**config.mk**
```make
export PLATFORM = sky130hd
export DESIGN_NAME = sm3_msg_arb
export DESIGN_NICKNAME = d
export VERILOG_FILES = /design/src/rtl/sm3_arb_pkg.sv /design/src/rtl/sm3_rr_pick.sv /design/src/rtl/sm3_msg_arb.sv
export SDC_FILE = /design/constraint.sdc
export NUM_CORES = 1
export LEC_CHECK = 0
export CAP_MARGIN = 20
export CORE_AREA = 10 10 236 238
export CTS_CLUSTER_SIZE = 28
export DETAILED_ROUTE_END_ITERATION = 8
export DIE_AREA = 0 0 246 248
export PLACE_DENSITY = 0.55
export SLEW_MARGIN = 20
export SYNTH_ARGS = -nofsm -noshare
export SYNTH_HDL_FRONTEND = slang
export SYNTH_SLANG_ARGS = --single-unit
```
**constraint.sdc**
```tcl
create_clock -name clk -period 1.75 [get_ports clk]
set_input_delay 0.525 -clock clk [delete_from_list [all_inputs] [get_ports clk]]
set_output_delay 0.525 -clock clk [all_outputs]
set_load 0.02 [all_outputs]
```
**src/rtl/sm3_arb_pkg.sv**
```systemverilog
// Shared types and widths for the SM3 message arbiter.
// The message word width follows the SM3 core build option.
package sm3_arb_pkg;

    typedef enum logic [1:0] {IDLE, XFER, WAIT_RES} sm3_arb_st_e;

    localparam int SM3_RES_W = 256;

`ifdef SM3_INPT_DW_64
    localparam int SM3_DW = 64;
`else
    localparam int SM3_DW = 32;
`endif

endpackage

```
**src/rtl/sm3_rr_pick.sv**
```systemverilog
// Round-robin pick: first set request at or after ptr, wrapping.
// Combinational; no state, no backpressure.
module sm3_rr_pick #(
    parameter int N  = 2,
    parameter int IW = 1
) (
    input  logic [N-1:0]  req,
    input  logic [IW-1:0] ptr,
    output logic [N-1:0]  gnt,
    output logic [IW-1:0] idx,
    output logic          any
);

    logic [2*N-1:0] dbl;
    logic [2*N-1:0] masked;

    // Two copies of the request vector; masking the low copy below ptr makes
    // a plain lowest-bit priority encoder honour the wrap-around order.
    always_comb begin
        dbl    = {req, req};
        masked = '0;
        for (int j = 0; j < 2*N; j++) begin
            masked[j] = dbl[j] && (j >= int'(ptr));
        end
    end

    always_comb begin
        any = 1'b0;
        idx = '0;
        for (int j = 0; j < 2*N; j++) begin
            if (!any && masked[j]) begin
                any = 1'b1;
                idx = IW'((j >= N) ? (j - N) : j);
            end
        end
        gnt = any ? (N'(1) << idx) : '0;
    end

endmodule

```
**src/rtl/sm3_msg_arb.sv**
```systemverilog
// Shares one SM3 core among N requesters, one whole message per grant, hash routed back.
// Grant 1 clk after vld; data path is combinational; result 1 clk after the core pulse.
module sm3_msg_arb
    import sm3_arb_pkg::*;
#(
    parameter int N  = 2,
    parameter int DW = SM3_DW,
    parameter int IW = (N > 1) ? $clog2(N) : 1
) (
    input  logic                 clk,
    input  logic                 rst_n,
    input  logic [N-1:0]         req_vld_i,
    input  logic [N*DW-1:0]      req_d_i,
    input  logic [N*DW/8-1:0]    req_vld_byte_i,
    input  logic [N-1:0]         req_lst_i,
    output logic [N-1:0]         req_rdy_o,
    output logic                 msg_inpt_vld_o,
    output logic [DW-1:0]        msg_inpt_d_o,
    output logic [DW/8-1:0]      msg_inpt_vld_byte_o,
    output logic                 msg_inpt_lst_o,
    input  logic                 msg_inpt_rdy_i,
    input  logic                 cmprss_otpt_vld_i,
    input  logic [SM3_RES_W-1:0] cmprss_otpt_res_i,
    output logic [N-1:0]         res_vld_o,
    output logic [SM3_RES_W-1:0] res_o,
    output logic [IW-1:0]        owner_o,
    output logic                 busy_o,
    output logic                 err_o
);

    sm3_arb_st_e   state;
    logic [IW-1:0] rr_ptr;
    logic [N-1:0]  pick_gnt;
    logic [IW-1:0] pick_idx;
    logic          pick_any;

    sm3_rr_pick #(.N(N), .IW(IW)) u_pick (
        .req (req_vld_i),
        .ptr (rr_ptr),
        .gnt (pick_gnt),
        .idx (pick_idx),
        .any (pick_any)
    );

    always_comb begin
        msg_inpt_vld_o      = 1'b0;
        msg_inpt_d_o        = '0;
        msg_inpt_vld_byte_o = '0;
        msg_inpt_lst_o      = 1'b0;
        req_rdy_o           = '0;
        if (state == XFER) begin
            for (int k = 0; k < N; k++) begin
                if (owner_o == IW'(k)) begin
                    msg_inpt_vld_o      = req_vld_i[k];
                    msg_inpt_d_o        = req_d_i[k*DW +: DW];
                    msg_inpt_vld_byte_o = req_vld_byte_i[k*(DW/8) +: DW/8];
                    msg_inpt_lst_o      = req_lst_i[k];
                    req_rdy_o[k]        = msg_inpt_rdy_i;
                end
            end
        end
    end

    assign busy_o = (state != IDLE);

    always_ff @(posedge clk) begin
        if (!rst_n) begin
            state     <= IDLE;
            rr_ptr    <= '0;
            owner_o   <= '0;
            res_vld_o <= '0;
            res_o     <= '0;
            err_o     <= 1'b0;
        end else begin
            res_vld_o <= '0;
            // A hash pulse outside WAIT_RES has no owner; flag it and drop it.
            if (cmprss_otpt_vld_i && (state != WAIT_RES)) begin
                err_o <= 1'b1;
            end
            case (state)
                IDLE: begin
                    if (pick_any) begin
                        owner_o <= pick_idx;
                        state   <= XFER;
                    end
                end
                XFER: begin
                    if (msg_inpt_vld_o && msg_inpt_rdy_i && msg_inpt_lst_o) begin
                        state <= WAIT_RES;
                    end
                end
                WAIT_RES: begin
                    if (cmprss_otpt_vld_i) begin
                        res_o     <= cmprss_otpt_res_i;
                        res_vld_o <= N'(1) << owner_o;
                        rr_ptr    <= (owner_o == IW'(N - 1)) ? '0 : owner_o + 1'b1;
                        state     <= IDLE;
                    end
                end
                default: state <= IDLE;
            endcase
        end
    end

endmodule
```
==> summary.txt <==
Outcome -> complete, but fails checks
Failing checks -> setup timing
Die Height -> 248 um
Placed cells -> 2528
CP max FO -> 7
Post-synth top area cell -> dfxtp_1
Period minus WS final -> 2200 ps
Final hold vios -> 0
Cells after Synth -> 1231
Worst setup path class -> reg -> out
CTS Buf Count -> 31
Crit path DAT -> 1680 ps
Wirelength per Cell -> 18.0 um
Area share of the largest cell type after synthesis -> 50.8%
Final cell count without fillers -> 2593
Largest net degree at the start of global routing -> 119
Setup crit end kind -> primary output
Cell variety after synth -> 26
Leakage power -> 6.88 nW
Worst-margin pin slew -> 488 ps
IO buf count -> 636
Startpoint Class -> flip-flop
Worst hold slack -> 429 ps
Setup-failing EPs final -> 42
Post-synth EDFFs -> 0
Fill cell total of the finished layout -> 5222
CTS tree -> built
Via-to-Cell Ratio -> 4.08
Max IR drop VDD -> 0.668 mV
Max_slew headroom -> 67.5%
Post-synth ARST share -> 0%
Mean Syn Cell Area -> 8.42 um^2
Max incr delay on CP -> 400 ps
Number of global-route vias before repair -> 10962
GP Congestion -> 0.799
Clock Path Buffers -> 3
Post-DP HPWL -> 36700 um
Setup ws final -> -451 ps
CTS sink cnt -> 263
Yosys warns -> 0
Worst Skew -> 9.33 ps
Final nets -> 2224
DP Area -> 0.0180 mm^2
Vias -> 10587
Wire length on met3 -> 4200 um
Clk slew on worst S/H paths -> 60 ps
Iter 0 DRT Violations -> 305
Top layer in use -> met5
Fin area -> 0.0194 mm^2
Dominant cells by area after synthesis -> dfxtp_1 (51%), nand2_1 (19%), a21boi_0 (15%), a21boi_1 (4.0%), mux2i_1 (3.7%)
Slew Viols, Final -> 0
Wirelength, routed -> 46700 um
Cell chain of the critical path -> buf_12 > buf_8 > mux2i_4 > nor2_2 > buf_6
Total track usage -> 14.1%
Post-synthesis sequential area ratio -> 50.8%
Die Area -> 0.0610 mm^2
Place WS -> -759 ps
Total gr overflow -> 0
Post-route ant nets -> 0
CTS root buffer -> clkbuf_16
Placeable core area -> 0.0510 mm^2
Critical path's slowest cell -> dfxtp_4
Met1 wire length -> 16800 um
Max Fclk -> 0.454 GHz
First-pass GRT wire length -> 67100 um
Clk Latency, worst-skew pair -> 560 ps
Antenna violations before repair -> 4
Critical path required time -> 1220 ps
P&R area growth vs syn -> 87.1%
Final Core Density -> 38.0%
Mapped Nets -> 1567
Initial core utilization -> 20.3%
PwrDens -> 757 mW/mm^2
IO Pins -> 637
RSZ-0062 raised after global routing -> true
First-pass detailed-route iteration total -> 4
Primary FF master, synth -> dfxtp_1
Synth Cell Area -> 0.0104 mm^2
Final Cycle Share -> 126%
DRC Markers -> 0
Met2 wire len -> 24600 um
Min-Delay Path Class -> in -> reg
Maxcap violations -> 0
Layout cells sized above 1 -> 26.1%
H-tree depth -> 1
Die W -> 246 um
Row count -> 83
Flops & latches, synth -> 263
## critical path: cells and delay by family (launching register included)
family	cells	cell delay [ps]
and+or+nand+nor	1	60
muxes	1	240
buffers and inverters	3	420
DFF	1	400
## final timing paths
path,startpoint,to,slack (ps),cells after the start
max reg2reg,state[0]$_SDFFE_PN0P_,res_o[16]$_SDFFE_PN0P_,110,6
min reg2reg,res_o[127]$_SDFFE_PN0P_,res_o[127]$_SDFFE_PN0P_,450,2
max,owner_o$_SDFFE_PN0P_,msg_inpt_d_o[14],-450,5
min,rst_n,res_o[70]$_SDFFE_PN0P_,430,3
## logic make-up (layout without fill, tap and decap cells)
logic type	after synthesis	count (layout)	synth area share, %
AO/OA/AOI/OAI	264	264	19.1
flip-flops	263	263	50.8
multiplexers	38	38	3.67
buffers and inverters	97	777	5.49
other	0	2	0
AND/OR/NAND/NOR	569	569	20.9
## state kept, by name, indices dropped and copies added, names as in the netlist
signal,count
res_o,256
res_vld_o,2
state,2
err_o,1
owner_o,1
rr_ptr,1
## routing by layer
metal | track usage (%) | vias to the layer above
li1 | - | 5296
met1 | 14.2 | 4839
met3 | 5.04 | 58
met2 | 26.6 | 388
met5 | 0 | -
met4 | 4.32 | 6
## what timing repair did
item / in CTS / in global routing
buffers inserted: 4 / 3
hold buffers: 0 / 0
pin swaps: 1 / 13
setup endpoints to repair: 299 / 90
resized for setup: 1017 / 140
gates cloned: 2 / 1
## layout by cell type (no fill, tap or decap), types with 2 or more instances in the layout
cell type        netlist  layout
nand2_1              517     515
clkdlybuf4s50_1        0     334
dfxtp_1              263     260
a21boi_0             202     202
clkdlybuf4s15_2        0     190
buf_2                 38      56
a21boi_1              55      55
buf_4                  6      45
buf_6                 18      44
nor2_2                 0      34
clkbuf_16              0      32
buf_12                 0      29
mux2i_1               38      16
clkbuf_2               0      15
mux2i_2                0      11
mux2i_4                0      11
clkbuf_1              30       9
clkbuf_8               0       6
nor2_1                41       5
bufinv_16              0       5
buf_8                  0       5
clkinv_2               0       4
diode_2                0       2
nor2b_1                2       2
nor2_4                 0       2
and3_1                 3       2
nand2b_1               2       2
dfxtp_4                0       2
## Yosys cell counts (2+ instances only)
master    instances
a21boi_1         55
nand2_1         517
mux2i_1          38
and3_1            3
dfxtp_1         263
a21boi_0        202
nor2b_1           2
buf_6            18
nand2b_1          2
buf_1             3
clkbuf_1         30
inv_1             2
buf_2            38
nor2_1           41
buf_4             6
## report_power, final
group          switching (mW)  total [mW]  internal (mW)
Sequential             0.0247        6.05           6.03
Combinational           0.667        1.83           1.17
Clock                    2.55        6.78           4.23
## cell type report
cell class	count	area [um^2]	area share (%)
tap	680	851	4.39
inverter	2	7.51	0.0387
clock inverter	10	179	0.923
multi-input combinational	871	4830	24.9
clock buffer	46	892	4.60
sequential	263	5270	27.2
antenna	2	5.00	0.0258
timing repair buffer	719	7350	37.9
## per-stage QoR
stage	TNS, ps	power [mW]
2_1_floorplan	-677	6.71
3_3_place_gp	-74510	7.90
3_5_place_dp	-82220	7.90
4_1_cts	-21010	14.8
5_1_grt	-19560	15.3
6_report	-16340	14.7
(Power assumes the default switching activity.)
==> RTL edit: new RTL, same settings <==
The package constant `SM3_RES_W` goes from 256 to 252.
--- a/src/rtl/sm3_arb_pkg.sv
+++ b/src/rtl/sm3_arb_pkg.sv
@@ -5,5 +5,5 @@
     typedef enum logic [1:0] {IDLE, XFER, WAIT_RES} sm3_arb_st_e;
 
-    localparam int SM3_RES_W = 256;
+    localparam int SM3_RES_W = 252;
 
 `ifdef SM3_INPT_DW_64
Ports: changed (resized cmprss_otpt_res_i and res_o); port bits go from 637 to 629. The function was not compared with the original's and may differ.
==> RTL edit against the unedited design <==
- core utilization fell by 2.2 points
- routed wire length is 0.95% higher
- setup slack improved by 0.023 ns
- synthesized area down 0.51%
- design area fell by 5.8%
- non-clock buffer count decreased by 19
- sequential cell count fell by 4
- the run still ends with setup timing left
- synthesized cell count down 1.3%
- die area stayed put
- power decreased by 3.6%
- critical path type unchanged
- critical endpoint is now msg_inpt_d_o[5]
==> RTL edit: results (changes against the unedited design) <==
metric;value;unit;change
status;complete, but fails checks;;unchanged
violations;setup timing;;unchanged
grt_max_degree;80;;was 119
cts_htree_levels;1;;unchanged
vdd_drop_max;0.7323;mV;was 0.6676 mV
totalPowerFinal;14140;uW;was 14670 uW
cts-root-buf;clkbuf_16;;unchanged
drt-pass1-iter-count;6;;was 4
synth-async-reset-ratio;0;%;unchanged
cp.arrival;1.65;ns;was 1.68 ns
synth-main-ff-cell;dfxtp_1;;unchanged
ys_top_cells_by_area;dfxtp_1, nand2_1, a21boi_1, mux2i_1, buf_6;;was dfxtp_1, nand2_1, a21boi_0, a21boi_1, mux2i_1
antenna_found_initial;5;;was 4
crit_family;flip-flops;;was buffers and inverters
nNetsFinal;2185;;was 2224
layout_setup_ws;-0.4282;ns;was -0.4507 ns
grtUsageTotal;14.32;%;was 14.11%
setup_tns;-15.08;ns;was -16.34 ns
synthTopCellsByCount;nand2_1, dfxtp_1, a21boi_1, nor2_1, mux2i_1;;was nand2_1, dfxtp_1, a21boi_0, a21boi_1, nor2_1
drt_iter0_drc;407;;was 305
grt_pass1_wl;67.60;mm;was 67.07 mm
cp_max_fo;8;;was 7
postPlaceCellArea;17660;sq um;was 18030 sq um
top_regs;res_o x252, res_vld_o x2, state x2;;was res_o x256, res_vld_o x2, state x2
vias;10420;;was 10590
syn-num-nets;1547;;was 1567
clkSlewWorstSetupHoldPaths;0.06;ns;about the same
finalClockSkew;0.008131;ns;was 0.009327 ns
routed_wl;47.12;mm;was 46.68 mm
grt_pass1_vias;10660;;was 10960
p_clk;6360;uW;was 6780 uW
synthDistinctLibCells;25;;was 26
hpwl;37.13;mm;was 36.70 mm
ys_seq_area_share;50.29;%;was 50.80%
p_int;10860;uW;was 11420 uW
p_leak;0.007025;uW;was 0.006876 uW
layout-drive-gt1-share;25.85;%;was 26.06%
gp_congestion;0.8252;;was 0.7988
numCtsBuffers;31;;unchanged
clk_latency;0.57;ns;
netlist_instances;1215;;was 1231
place_inst;2492;;was 2528
setup_viol;42;;unchanged
worst_pin_slew;0.3212;ns;was 0.4879 ns
seqPwrFrac;42.2;%;was 41.3%
io_buffers;628;;was 636
wl_per_cell;18.42;um;was 18.00 um
hold_class;input pin to flip-flop;;unchanged
ys.warnings.count;0;;unchanged
max_stage_delay;0.40;ns;about the same
post-place-ws;-0.7983;ns;was -0.7592 ns
[RTL edit: changes by cell type in the layout (fill, tap and decap cells not counted), moves of 5 or more]
cell,unedited run,this run
buf_6,44,39
clkbuf_2,15,0
clkdlybuf4s15_2,190,75
nand2_1,515,508
a21boi_0,202,17
buf_2,56,177
a21boi_1,55,236
[RTL edit: worst paths after layout]
kind / from / end / slack, ns / cells after the start
min reg2reg: res_o[232] / res_o[232] / 0.45 / 2
max: owner_o / msg_inpt_d_o[5] / -0.43 / 5
max reg2reg: state[0] / res_o[199] / 0.16 / 6
min: rst_n / res_o[61] / 0.31 / 2
[RTL edit: cell type report]
type | count | area, sq um
Fill cell | 5344 | 32740
Sequential cell | 259 | 5196
Multi-Input combinational cell | 859 | 4765
Clock buffer | 46 | 922.1
Antenna cell | 2 | 5.005
Timing Repair Buffer | 700 | 6416
Inverter | 2 | 7.507
Tap cell | 680 | 850.8
Clock inverter | 10 | 91.34
[RTL edit: repair_timing]
action / in CTS / in global routing
cloned: 3 / 0
resized for setup: 1193 / 95
setup buffers: 5 / 4
pin swaps: 1 / 2
setup endpoints to repair: 296 / 104
hold buffers: 0 / 0
endpoints found under the hold margin: 0 / 0
[RTL edit: per-layer routing]
metal / up-vias / track usage, % / part of all wire [%]
met3: 63 / 5.300 / 9.4
met4: 6 / 4.629 / 2.4
met2: 400 / 25.83 / 51
met5: - / 0 / 0.072
met1: 4766 / 15.19 / 37
li1: 5187 / - / -
[RTL edit: kinds of logic (layout without fill, tap and decap cells)]
logic type             count (synthesis)  after routing  share of synthesized area [%]
AO/OA/AOI/OAI                        260            260                          18.93
buffers and inverters                 97            758                          6.371
flip-flops                           259            259                          50.29
multiplexers                          38             38                          3.689
other                                  0              2                              0
AND/OR/NAND/NOR                      561            561                          20.73
